**src/rtl/hier_func_pkg.sv**
```systemverilog
// Shared constants, types and helpers for the hier_func datapath stages
// downstream of the 15x6 product multiplier.
package hier_func_pkg;

   localparam int DIN_WIDTH  = 21;
   localparam int FRAME_LEN  = 64;
   localparam int ACC_WIDTH  = 28;
   localparam int SHIFT      = 6;
   localparam int DOUT_WIDTH = 16;
   localparam int ACC_RWIDTH = ACC_WIDTH + 1;

   typedef enum logic {
      ST_EMPTY = 1'b0,
      ST_FULL  = 1'b1
   } res_state_e;

   typedef struct packed {
      logic [DOUT_WIDTH-1:0] data;
      logic                  sat;
   } rs_result_t;

   function automatic int clog2(input int value);
      int r;
      int v;
      r = 0;
      v = value - 1;
      while (v > 0) begin
         r++;
         v = v >> 1;
      end
      return r;
   endfunction

   // Scalar form of the round/shift/saturate stage at the package widths.
   function automatic rs_result_t round_shift_sat(input logic [ACC_WIDTH-1:0] acc);
      logic [ACC_RWIDTH-1:0] sum;
      logic [ACC_RWIDTH-1:0] r;
      rs_result_t            o;
      sum    = {1'b0, acc} + (ACC_RWIDTH'(1) << (SHIFT - 1));
      r      = sum >> SHIFT;
      o.sat  = (r > ACC_RWIDTH'((1 << DOUT_WIDTH) - 1));
      o.data = o.sat ? '1 : r[DOUT_WIDTH-1:0];
      return o;
   endfunction

endpackage

```
**src/rtl/hier_func_prod_accum_if.sv**
```systemverilog
// Product-in / frame-result-out handshake bundle of the frame accumulator.
interface hier_func_prod_accum_if #(
   parameter int DIN_W  = 21,
   parameter int DOUT_W = 16
);
   logic              in_valid;
   logic [DIN_W-1:0]  in_data;
   logic              in_last;
   logic              in_ready;
   logic              out_valid;
   logic              out_ready;
   logic [DOUT_W-1:0] out_data;
   logic              out_sat;
   logic              out_short;

   modport slave (
      input  in_valid, in_data, in_last, out_ready,
      output in_ready, out_valid, out_data, out_sat, out_short
   );

   modport master (
      output in_valid, in_data, in_last, out_ready,
      input  in_ready, out_valid, out_data, out_sat, out_short
   );
endinterface

```
**src/rtl/hier_func_round_sat.sv**
```systemverilog
// Combinational round-half-up, right shift and unsigned saturation; shared
// by the accumulator and later scaling stages.
module hier_func_round_sat #(
   parameter int ACC_W  = 28,
   parameter int SHIFT  = 6,
   parameter int DOUT_W = 16
) (
   input  logic [ACC_W-1:0]  acc,
   output logic [DOUT_W-1:0] res,
   output logic              sat
);
   // One extra bit keeps the rounding add from wrapping at full scale.
   localparam int              RW      = ACC_W + 1;
   localparam logic [RW-1:0]   RES_MAX = {{(RW-DOUT_W){1'b0}}, {DOUT_W{1'b1}}};
   localparam logic [RW-1:0]   HALF    = RW'(1) << (SHIFT - 1);

   logic [RW-1:0] w_sum;
   logic [RW-1:0] w_shifted;

   assign w_sum     = {1'b0, acc} + HALF;
   assign w_shifted = w_sum >> SHIFT;
   assign sat       = (w_shifted > RES_MAX);
   assign res       = sat ? {DOUT_W{1'b1}} : w_shifted[DOUT_W-1:0];

endmodule

```
**src/rtl/hier_func_prod_accum.sv**
```systemverilog
// Frame accumulator: sums one frame of multiplier products and emits a
// rounded, shifted, saturated result; in_ready doubles as the multiplier ce.
module hier_func_prod_accum
   import hier_func_pkg::*;
#(
   parameter int DIN_WIDTH  = hier_func_pkg::DIN_WIDTH,
   parameter int FRAME_LEN  = hier_func_pkg::FRAME_LEN,
   parameter int ACC_WIDTH  = hier_func_pkg::ACC_WIDTH,
   parameter int SHIFT      = hier_func_pkg::SHIFT,
   parameter int DOUT_WIDTH = hier_func_pkg::DOUT_WIDTH
) (
   input logic                   clk,
   input logic                   reset,
   hier_func_prod_accum_if.slave bus
);
   localparam int               CNT_W    = clog2(FRAME_LEN);
   localparam logic [CNT_W-1:0] LAST_IDX = CNT_W'(FRAME_LEN - 1);

   logic [ACC_WIDTH-1:0]  r_acc;
   logic [CNT_W-1:0]      r_cnt;
   res_state_e            r_state;
   logic [DOUT_WIDTH-1:0] r_out_data;
   logic                  r_out_sat;
   logic                  r_out_short;

   logic                  w_at_last;
   logic                  w_candidate;
   logic                  w_in_ready;
   logic                  w_accept;
   logic                  w_close;
   logic [ACC_WIDTH-1:0]  w_acc_base;
   logic [ACC_WIDTH-1:0]  w_acc_next;
   logic [DOUT_WIDTH-1:0] w_res;
   logic                  w_sat;

   // Only a sample that would close a frame waits on a pending result, so
   // the next frame keeps filling while downstream is stalled.
   assign w_at_last   = (r_cnt == LAST_IDX);
   assign w_candidate = w_at_last || (bus.in_valid && bus.in_last);
   assign w_in_ready  = !((r_state == ST_FULL) && !bus.out_ready && w_candidate);
   assign w_accept    = bus.in_valid && w_in_ready;
   assign w_close     = w_accept && (w_at_last || bus.in_last);

   assign w_acc_base  = (r_cnt == '0) ? '0 : r_acc;
   assign w_acc_next  = w_acc_base + ACC_WIDTH'(bus.in_data);

   hier_func_round_sat #(
      .ACC_W  (ACC_WIDTH),
      .SHIFT  (SHIFT),
      .DOUT_W (DOUT_WIDTH)
   ) u_round_sat (
      .acc (w_acc_next),
      .res (w_res),
      .sat (w_sat)
   );

   // NOTE: sequential state uses non-blocking assignments so every register
   // samples pre-edge values regardless of statement order.
   always_ff @(posedge clk) begin
      if (reset) begin
         r_acc       <= '0;
         r_cnt       <= '0;
         r_state     <= ST_EMPTY;
         r_out_data  <= '0;
         r_out_sat   <= 1'b0;
         r_out_short <= 1'b0;
      end else begin
         if (w_accept) begin
            r_acc <= w_acc_next;
            r_cnt <= w_close ? '0 : r_cnt + 1'b1;
         end

         case (r_state)
            ST_EMPTY: if (w_close) r_state <= ST_FULL;
            ST_FULL:  if (bus.out_ready && !w_close) r_state <= ST_EMPTY;
            default:  r_state <= ST_EMPTY;
         endcase

         if (w_close) begin
            r_out_data  <= w_res;
            r_out_sat   <= w_sat;
            r_out_short <= !w_at_last;
         end
      end
   end

   assign bus.in_ready  = w_in_ready;
   assign bus.out_valid = (r_state == ST_FULL);
   assign bus.out_data  = r_out_data;
   assign bus.out_sat   = r_out_sat;
   assign bus.out_short = r_out_short;

endmodule

```
**src/flat_wrapper.sv**
```systemverilog
// flat-port wrapper written by rule: the top's interface ports become plain ports
module hier_func_prod_accum_flat import hier_func_pkg::*;
#(
   parameter int DIN_WIDTH  = hier_func_pkg::DIN_WIDTH,
   parameter int FRAME_LEN  = hier_func_pkg::FRAME_LEN,
   parameter int ACC_WIDTH  = hier_func_pkg::ACC_WIDTH,
   parameter int SHIFT      = hier_func_pkg::SHIFT,
   parameter int DOUT_WIDTH = hier_func_pkg::DOUT_WIDTH
)
  (clk, reset, bus_in_valid, bus_in_data, bus_in_last, bus_out_ready, bus_in_ready, bus_out_valid, bus_out_data, bus_out_sat, bus_out_short);
  hier_func_prod_accum_if #(.DIN_W(21), .DOUT_W(16)) bus_i ();
  input logic clk;
  input logic reset;
  input wire logic [$bits(bus_i.in_valid)-1:0] bus_in_valid;
  input wire logic [$bits(bus_i.in_data)-1:0] bus_in_data;
  input wire logic [$bits(bus_i.in_last)-1:0] bus_in_last;
  input wire logic [$bits(bus_i.out_ready)-1:0] bus_out_ready;
  output wire logic [$bits(bus_i.in_ready)-1:0] bus_in_ready;
  output wire logic [$bits(bus_i.out_valid)-1:0] bus_out_valid;
  output wire logic [$bits(bus_i.out_data)-1:0] bus_out_data;
  output wire logic [$bits(bus_i.out_sat)-1:0] bus_out_sat;
  output wire logic [$bits(bus_i.out_short)-1:0] bus_out_short;
  assign bus_i.in_valid = bus_in_valid;
  assign bus_i.in_data = bus_in_data;
  assign bus_i.in_last = bus_in_last;
  assign bus_i.out_ready = bus_out_ready;
  assign bus_in_ready = bus_i.in_ready;
  assign bus_out_valid = bus_i.out_valid;
  assign bus_out_data = bus_i.out_data;
  assign bus_out_sat = bus_i.out_sat;
  assign bus_out_short = bus_i.out_short;
  hier_func_prod_accum #(.DIN_WIDTH(DIN_WIDTH), .FRAME_LEN(FRAME_LEN), .ACC_WIDTH(ACC_WIDTH), .SHIFT(SHIFT), .DOUT_WIDTH(DOUT_WIDTH)) u_core (.clk(clk), .reset(reset), .bus(bus_i));
endmodule
```
**config.mk**
```make
export PLATFORM = sky130hd
export DESIGN_NAME = hier_func_prod_accum_flat
export DESIGN_NICKNAME = d
export VERILOG_FILES = /design/src/rtl/hier_func_pkg.sv /design/src/rtl/hier_func_prod_accum_if.sv /design/src/rtl/hier_func_round_sat.sv /design/src/rtl/hier_func_prod_accum.sv /design/src/flat_wrapper.sv
export SDC_FILE = /design/constraint.sdc
export NUM_CORES = 1
export LEC_CHECK = 0
export ABC_AREA = 1
export CORE_ASPECT_RATIO = 1.4
export CORE_MARGIN = 2
export CORE_UTILIZATION = 53
export DETAILED_ROUTE_END_ITERATION = 12
export GPL_TIMING_DRIVEN = 0
export PLACE_DENSITY = 0.8
export SETUP_SLACK_MARGIN = 0.2
export SLEW_MARGIN = 20
export SYNTH_ARGS = -nofsm -noshare
export SYNTH_HDL_FRONTEND = slang
export SYNTH_SLANG_ARGS = --single-unit
```
**constraint.sdc**
```tcl
create_clock -name clk -period 3.3 [get_ports clk]
set_clock_uncertainty 0.05 [all_clocks]
set_input_delay 0.495 -clock clk [delete_from_list [all_inputs] [get_ports clk]]
set_output_delay 0.495 -clock clk [all_outputs]
set_load 0.1 [all_outputs]
```
==> results.md, run 1 <==
* Clock root cell: clkbuf_16
* Post-DP HPWL at 10,700 microns
* PwrDens at 344 mW/mm^2
* Status: complete, but fails checks
* Top-area cell type share of the netlist area at 22.1%
* Port Buf Inserts at 44
* Tmin final at 3400 ps
* Hold_ws at 446 ps
* Area Growth Syn to Fin at 41.5%
* Worst skew pair latency at 300 ps
* Peak Freq at 294 MHz
* Gr usage total at 32.4%
* Failing checks: setup timing
* DR pass1 iterations at 5
* Initial DRC count at 521
* Initial Util at 53.7%
* Height of the chip at 117 microns
* Final setup viols at 17
* Number of antenna repair diodes at 0
* DRC viols at 0
* CTS tree: built
* Final WS setup at -97.5 ps
* Fraction of layout cells with a size suffix above 1 at 28.9%
* Non-filler cells, final at 1,023
* Final core occ at 76.0%
* WL per Instance at 16.3 microns
* Max H-tree Level at 2
* Number of max-cap violations at 0
* Top_reg_cell synth: dfxtp_1
* Setup CP Type: register to register
* CP max-delay cell: dfxtp_2
* Core Region at 0.00893 sq mm
* Via count at 5,761
* CP Capture Type: register
* Sequential fraction of the synthesis area at 22.1%
* Syn. warnings at 0
* Syn nets at 869
* Synth Instances at 818
* Area contributors post-synth: dfxtp_1 (22%), nand2_1 (21%), inv_1 (12%)
* Die X at 84.4 microns
* Vias in the first global route at 5,507
* Cell taking the most area after synthesis: dfxtp_1
* Io pins at 46
* Number of distinct library cells after synthesis at 39
* Routed Antenna Nets at 0
* Post-synth EDFFs at 0
* RSZ-0062 raised after global routing: true
* DP Cell Count at 969
* CTS Sinks at 53
* TritonCTS buffer count at 5
* Hold_buf cts at 0
* Avg Cell Area, Syn at 5.86 sq um
* Largest net degree at the start of global routing at 16
* Synth Register Bits at 53
* GP Congestion at 1.03
* CP arrival at 3550 ps
* Post-Syn Area at 0.00479 sq mm
* Final period util at 103%
* Worst slew margin at 34.6%
* CTS Buffer Depth at 2
* Leakage at 3.59 nW
* Post-synth ARST share at 0%
* Initial antenna violation count at 0
* Final max-slew violation count at 0
* WL final at 16,600 microns
* Hold Crit Class: register to register
* First-pass GRT wire length at 25,500 microns
* Gr ovfl total at 0
* CP startpoint kind: register
* Critical Path Fanout Max at 5
* Setup TNS at -1090 ps
* Layout Nets at 967
* Fin. Hold Viols at 0
* CP peak stage delay at 330 ps
* Die area at 0.00983 sq mm
* VDD IR-drop max at 0.000266 V
* Vias/cell at 5.63
* Worst Tran Pin Value at 978 ps
* Worst path required time at 3460 ps
* Row Count at 41
* Clk pin slew, worst setup/hold paths at 70 ps
-- area by class of cell --
cell class | instances | area, sq um
sequential | 53 | 1060
tap | 107 | 134
clock buffer | 6 | 139
inverter | 170 | 643
clock inverter | 1 | 7.51
fill | 642 | 2140
multi-input combinational | 576 | 3830
timing repair buffer | 90 | 830
buffer | 20 | 139
-- cell usage in the layout, fill, tap and decap left out, types with 2 or more instances in the layout --
cell,n
inv_4,2
o21bai_1,2
xor2_1,10
inv_2,25
dfxtp_1,51
nand3_4,6
a21oi_4,4
nand3b_1,2
nand2_1,203
nand2_4,21
nor2_1,46
nor2_4,17
nand4_1,24
buf_8,2
a21oi_1,8
nand3_2,20
nor3_2,3
nor3_1,3
buf_4,41
inv_1,143
clkbuf_1,12
ha_4,21
a31oi_1,2
nand2_2,61
xnor2_1,5
a21oi_2,5
a211oi_1,5
or2_1,2
ha_1,3
dfxtp_2,2
nand3_1,37
o211ai_1,14
clkbuf_16,5
o21ai_0,31
nor2_2,10
buf_6,10
clkdlybuf4s50_1,44
-- critical path, delay by kind of cell, from the launching register on --
kind / cells / cell delay, ps
adders and majority gates: 2 / 460
buffers and inverters: 8 / 850
DFF: 1 / 330
and+or+nand+nor: 18 / 1590
-- per-layer routing --
metal | vias up | share of wire (%) | GRT usage [%]
met2 | 295 | 50 | 60.1
met3 | 118 | 6.7 | 5.65
li1 | 2737 | - | -
met1 | 2611 | 36 | 33.5
met4 | 0 | 7.7 | 21.1
met5 | - | 0 | 0
-- registers in the layout (all words and copies together) (netlist names) --
signal	count
u_core.r_cnt	6
u_core.bus.out_short	1
u_core.bus.out_sat	1
u_core.bus.out_valid	1
u_core.bus.out_data	16
u_core.r_acc	28
-- Yosys cell counts (9+ instances only) --
| master | number |
|---|---|
| nor2_1 | 60 |
| xor2_1 | 11 |
| dfxtp_1 | 53 |
| inv_1 | 159 |
| inv_2 | 11 |
| nand2_1 | 263 |
| clkbuf_1 | 12 |
| nand4_1 | 24 |
| nand2_2 | 18 |
| o211ai_1 | 14 |
| o21ai_0 | 33 |
| nand3_1 | 56 |
| a21oi_1 | 16 |
| ha_1 | 24 |
| nor2_2 | 9 |
-- power by group --
group	leakage (nW)	internal (mW)	switching (mW)	total [mW]
logic	3.08	0.379	0.684	1.06
registers	0.439	0.689	0.0288	0.718
clock network	0.0690	0.299	0.257	0.556
-- stage by stage --
stage	total power, mW	area [sq um]	setup WS, ps
after global routing	2.43	6780	-213
final	2.34	6780	-97.5
after floorplan	1.33	4900	130
after detailed placement	1.53	5470	-424
after global placement	1.51	5470	-451
after CTS	2.26	6600	94.6
-- timing repair --
item	4_1_cts	5_1_grt
resized for setup	150	44
gates cloned	4	0
setup buffers	37	6
pin swaps	36	22
setup endpoints to repair	19	20
-- path summary, 6_finish.rpt --
| kind | startpoint | slack [ps] | endpoint | depth (start not counted) |
|---|---|---|---|---|
| worst min-delay path | u_core.r_acc[1] | 450 | u_core.r_acc[1] | 2 |
| worst min register to register | u_core.r_acc[1] | 450 | u_core.r_acc[1] | 2 |
| worst max-delay path | u_core.r_cnt[0] | -100 | u_core.bus.out_data[12] | 28 |
| worst max register to register | u_core.r_cnt[0] | -100 | u_core.bus.out_data[12] | 28 |
-- logic make-up (layout without fill, tap and decap cells) --
group           count (synthesis)  in the layout  share of synthesized area, %
simple gates                  459            460                          43.4
xor+xnor                       16             16                          2.92
fa+ha+maj                      25             25                          6.68
compound gates                 75             75                          9.32
buf+inv                       190            287                          15.5
flops                          53             53                          22.1
No activity file was read; power rests on OpenSTA's default activity.
==> run 2: changes to the inputs <==
- CORE_MARGIN: 2 -> unset
==> run 2 against run 1 <==
- the flow still finishes with violations (setup timing)
- routed wire length up 7.4%
- sequential power about the same
- final cell count up 1.7%
- global-route usage grew 3.8 points
- core utilization up 5.9 points
- hold slack worse by 2.5 ps
==> results.md, run 2 (synthesis gave the netlist of run 1 again) <==
* Placement Setup Slack at -471 ps (-47.0 ps)
* Commonest non-fill, non-tap cell in the layout: nand2_1
* CP arrival at 3510 ps (-40 ps)
* Vias/cell at 5.69 (+1.1%)
* Final setup viols at 5 (-12)
* Io pins at 46 (unchanged)
* CTS Buffer Depth at 2 (unchanged)
* Initial Util at 55.4% (+1.7 points)
* Largest register FFs at 28 (unchanged)
* Number of antenna repair diodes at 0 (unchanged)
* Worst path required time at 3450 ps (about the same)
* Post-DP HPWL at 11,100 microns (+3.5%)
* Worst slew margin at 35.0% (+0.43 points)
* First-pass GRT wire length at 25,700 microns (+0.60%)
* Tmin final at 3360 ps (-34.5 ps)
* Final max-slew violation count at 0 (unchanged)
* WL final at 17,900 microns (+7.4%)
* Final WS setup at -62.9 ps (+34.5 ps)
* Port Buf Inserts at 44 (unchanged)
* Area Growth Syn to Fin at 48.0%
* Layout Nets at 985 (+1.9%)
* DRC viols at 0 (unchanged)
* Peak Freq at 297 MHz (+1.0%)
* Highest-count cells in the layout ignoring fill and taps: nand2_1 (191), inv_1 (142), nand2_2 (63)
* Status: complete, but fails checks
* Multi-input gate area at 0.00399 sq mm (+4.2%)
* Reg with most FFs: u_core.r_acc
* Die X at 82.4 microns (-2.4%)
* Fraction of layout cells with a size suffix above 1 at 32.0% (+3.0 points)
* Initial antenna violation count at 0 (unchanged)
* Die area at 0.00944 sq mm (-4.0%)
* Number of max-cap violations at 0 (unchanged)
* Hold Crit Class: register to register
* Core Region at 0.00866 sq mm (-3.0%)
* CTS Sinks at 53 (unchanged)
* Gr usage total at 36.1% (+3.8 points)
* Height of the chip at 115 microns (-1.7%)
* Setup CP Type: register to register
* Worst skew pair latency at 310 ps (about the same)
* Overall power at 2.41 mW (+3.0%)
* WL per Instance at 17.2 microns (+5.7%)
* CP startpoint kind: register
* FILL cells at 567 (-12%)
* DR pass1 iterations at 5 (unchanged)
* Via count at 5,920 (+2.8%)
* Row Count at 40 (-2.4%)
* Fin. Hold Viols at 0 (unchanged)
* VDD IR-drop max at 0.000274 V (+2.9%)
* Final period util at 102% (-1.0 points)
* CP Capture Type: register
* CTS tree: built
* Critical Path Fanout Max at 10 (+5)
* Vias in the first global route at 5,427 (-1.5%)
* Clock root cell: clkbuf_16
* Gr ovfl total at 0 (unchanged)
* PwrDens at 339 mW/mm^2 (-1.5%)
* Worst Tran Pin Value at 972 ps (-6.37 ps)
* FF/Latch Area at 0.00106 sq mm (unchanged)
* TritonCTS buffer count at 5 (unchanged)
* Largest net degree at the start of global routing at 17 (+1)
* Failing checks: setup timing
* GP Congestion at 0.991 (-4.1%)
* Clk pin slew, worst setup/hold paths at 70 ps (about the same)
* Max H-tree Level at 2 (unchanged)
* Initial DRC count at 506 (-2.9%)
* Routed Antenna Nets at 0 (unchanged)
* Leakage at 3.75 nW (+4.6%)
* RSZ-0062 raised after global routing: true
[run 2: cell count changes in the layout (fill, tap and decap cells not counted), sizes merged]
cell	change
bufbuf	-1
buf	+19
clkinvlp	-1
inv	+1
clkinv	+1
[run 2: per-layer routing]
metal	track usage (%)	share of wire (%)	vias to the layer above
li1	-	-	2774
met1	38.6	35	2737
met2	64.7	51	298
met3	5.58	6.2	111
met4	21.4	7.2	0
met5	0	0	-
[run 2: report_power, final]
group | switching, mW | internal [mW] | leakage (nW)
sequential | 0.0284 | 0.689 | 0.439
combinational | 0.715 | 0.416 | 3.24
clock | 0.273 | 0.285 | 0.0712
total | 1.02 | 1.39 | 3.75
[run 2: repair_timing]
item | 4_1_cts | 5_1_grt
pin swaps | 52 | 34
buffers inserted | 49 | 12
gates resized for setup | 159 | 69
gates cloned | 4 | 0
endpoints found under the hold margin | 0 | 0
setup endpoints to repair | 19 | 21
hold buffers | 0 | 0
[run 2: layout make-up]
type / count / area share (%)
Sequential cell: 53 / 15.0
Clock buffer: 6 / 1.82
Multi-Input combinational cell: 576 / 56.2
Clock inverter: 2 / 0.194
Buffer: 20 / 1.96
Tap cell: 105 / 1.85
Timing Repair Buffer: 108 / 13.9
Inverter: 170 / 9.06
[run 2: critical path: stages (launching register included)]
cell and delay (ps):
dfxtp_2 360, inv_2 60, ha_4 160, nand3_4 80, buf_8 130, buf_6 170, nand2_1 80, inv_1 100
ha_4 240, nand2_1 140, nand2_1 70, nand2_1 60, nand2_1 70, nand2_2 110, nand3_4 100, nand2_4 100
nand2_4 70, a21oi_4 240, inv_2 70, nand3_2 70, nand2_2 80, nor2_4 210, buf_6 150, nand4_1 140
nand2_1 90, inv_1 40
[run 2: final timing paths]
| check | slack, ps | start | depth (start not counted) | to |
|---|---|---|---|---|
| setup / recovery | -60 | u_core.r_cnt[0] | 25 | u_core.bus.out_data[8] |
| hold reg to reg | 440 | u_core.r_cnt[0] | 2 | u_core.r_cnt[0] |
| setup reg to reg | -60 | u_core.r_cnt[0] | 25 | u_core.bus.out_data[8] |
| hold / removal | 440 | u_core.r_cnt[0] | 2 | u_core.r_cnt[0] |
[run 2: metrics by stage]
step	utilization, %	setup TNS (ps)	hold WS, ps	cells	area [sq um]
3_5_place_dp	63.2	-6450	424	967	5470
5_1_grt	82.0	-2680	475	1040	7100
2_1_floorplan	-	0	405	818	4900
3_3_place_gp	63.2	-6380	417	967	5470
4_1_cts	77.7	0	435	1028	6730
6_report	82.0	-155	443	1040	7100
==> run 3: changes to the inputs <==
- CORE_MARGIN: unset -> 2
==> results of run 3 <==
No change in the layout: final DEF, timing and power equal those of run 1.
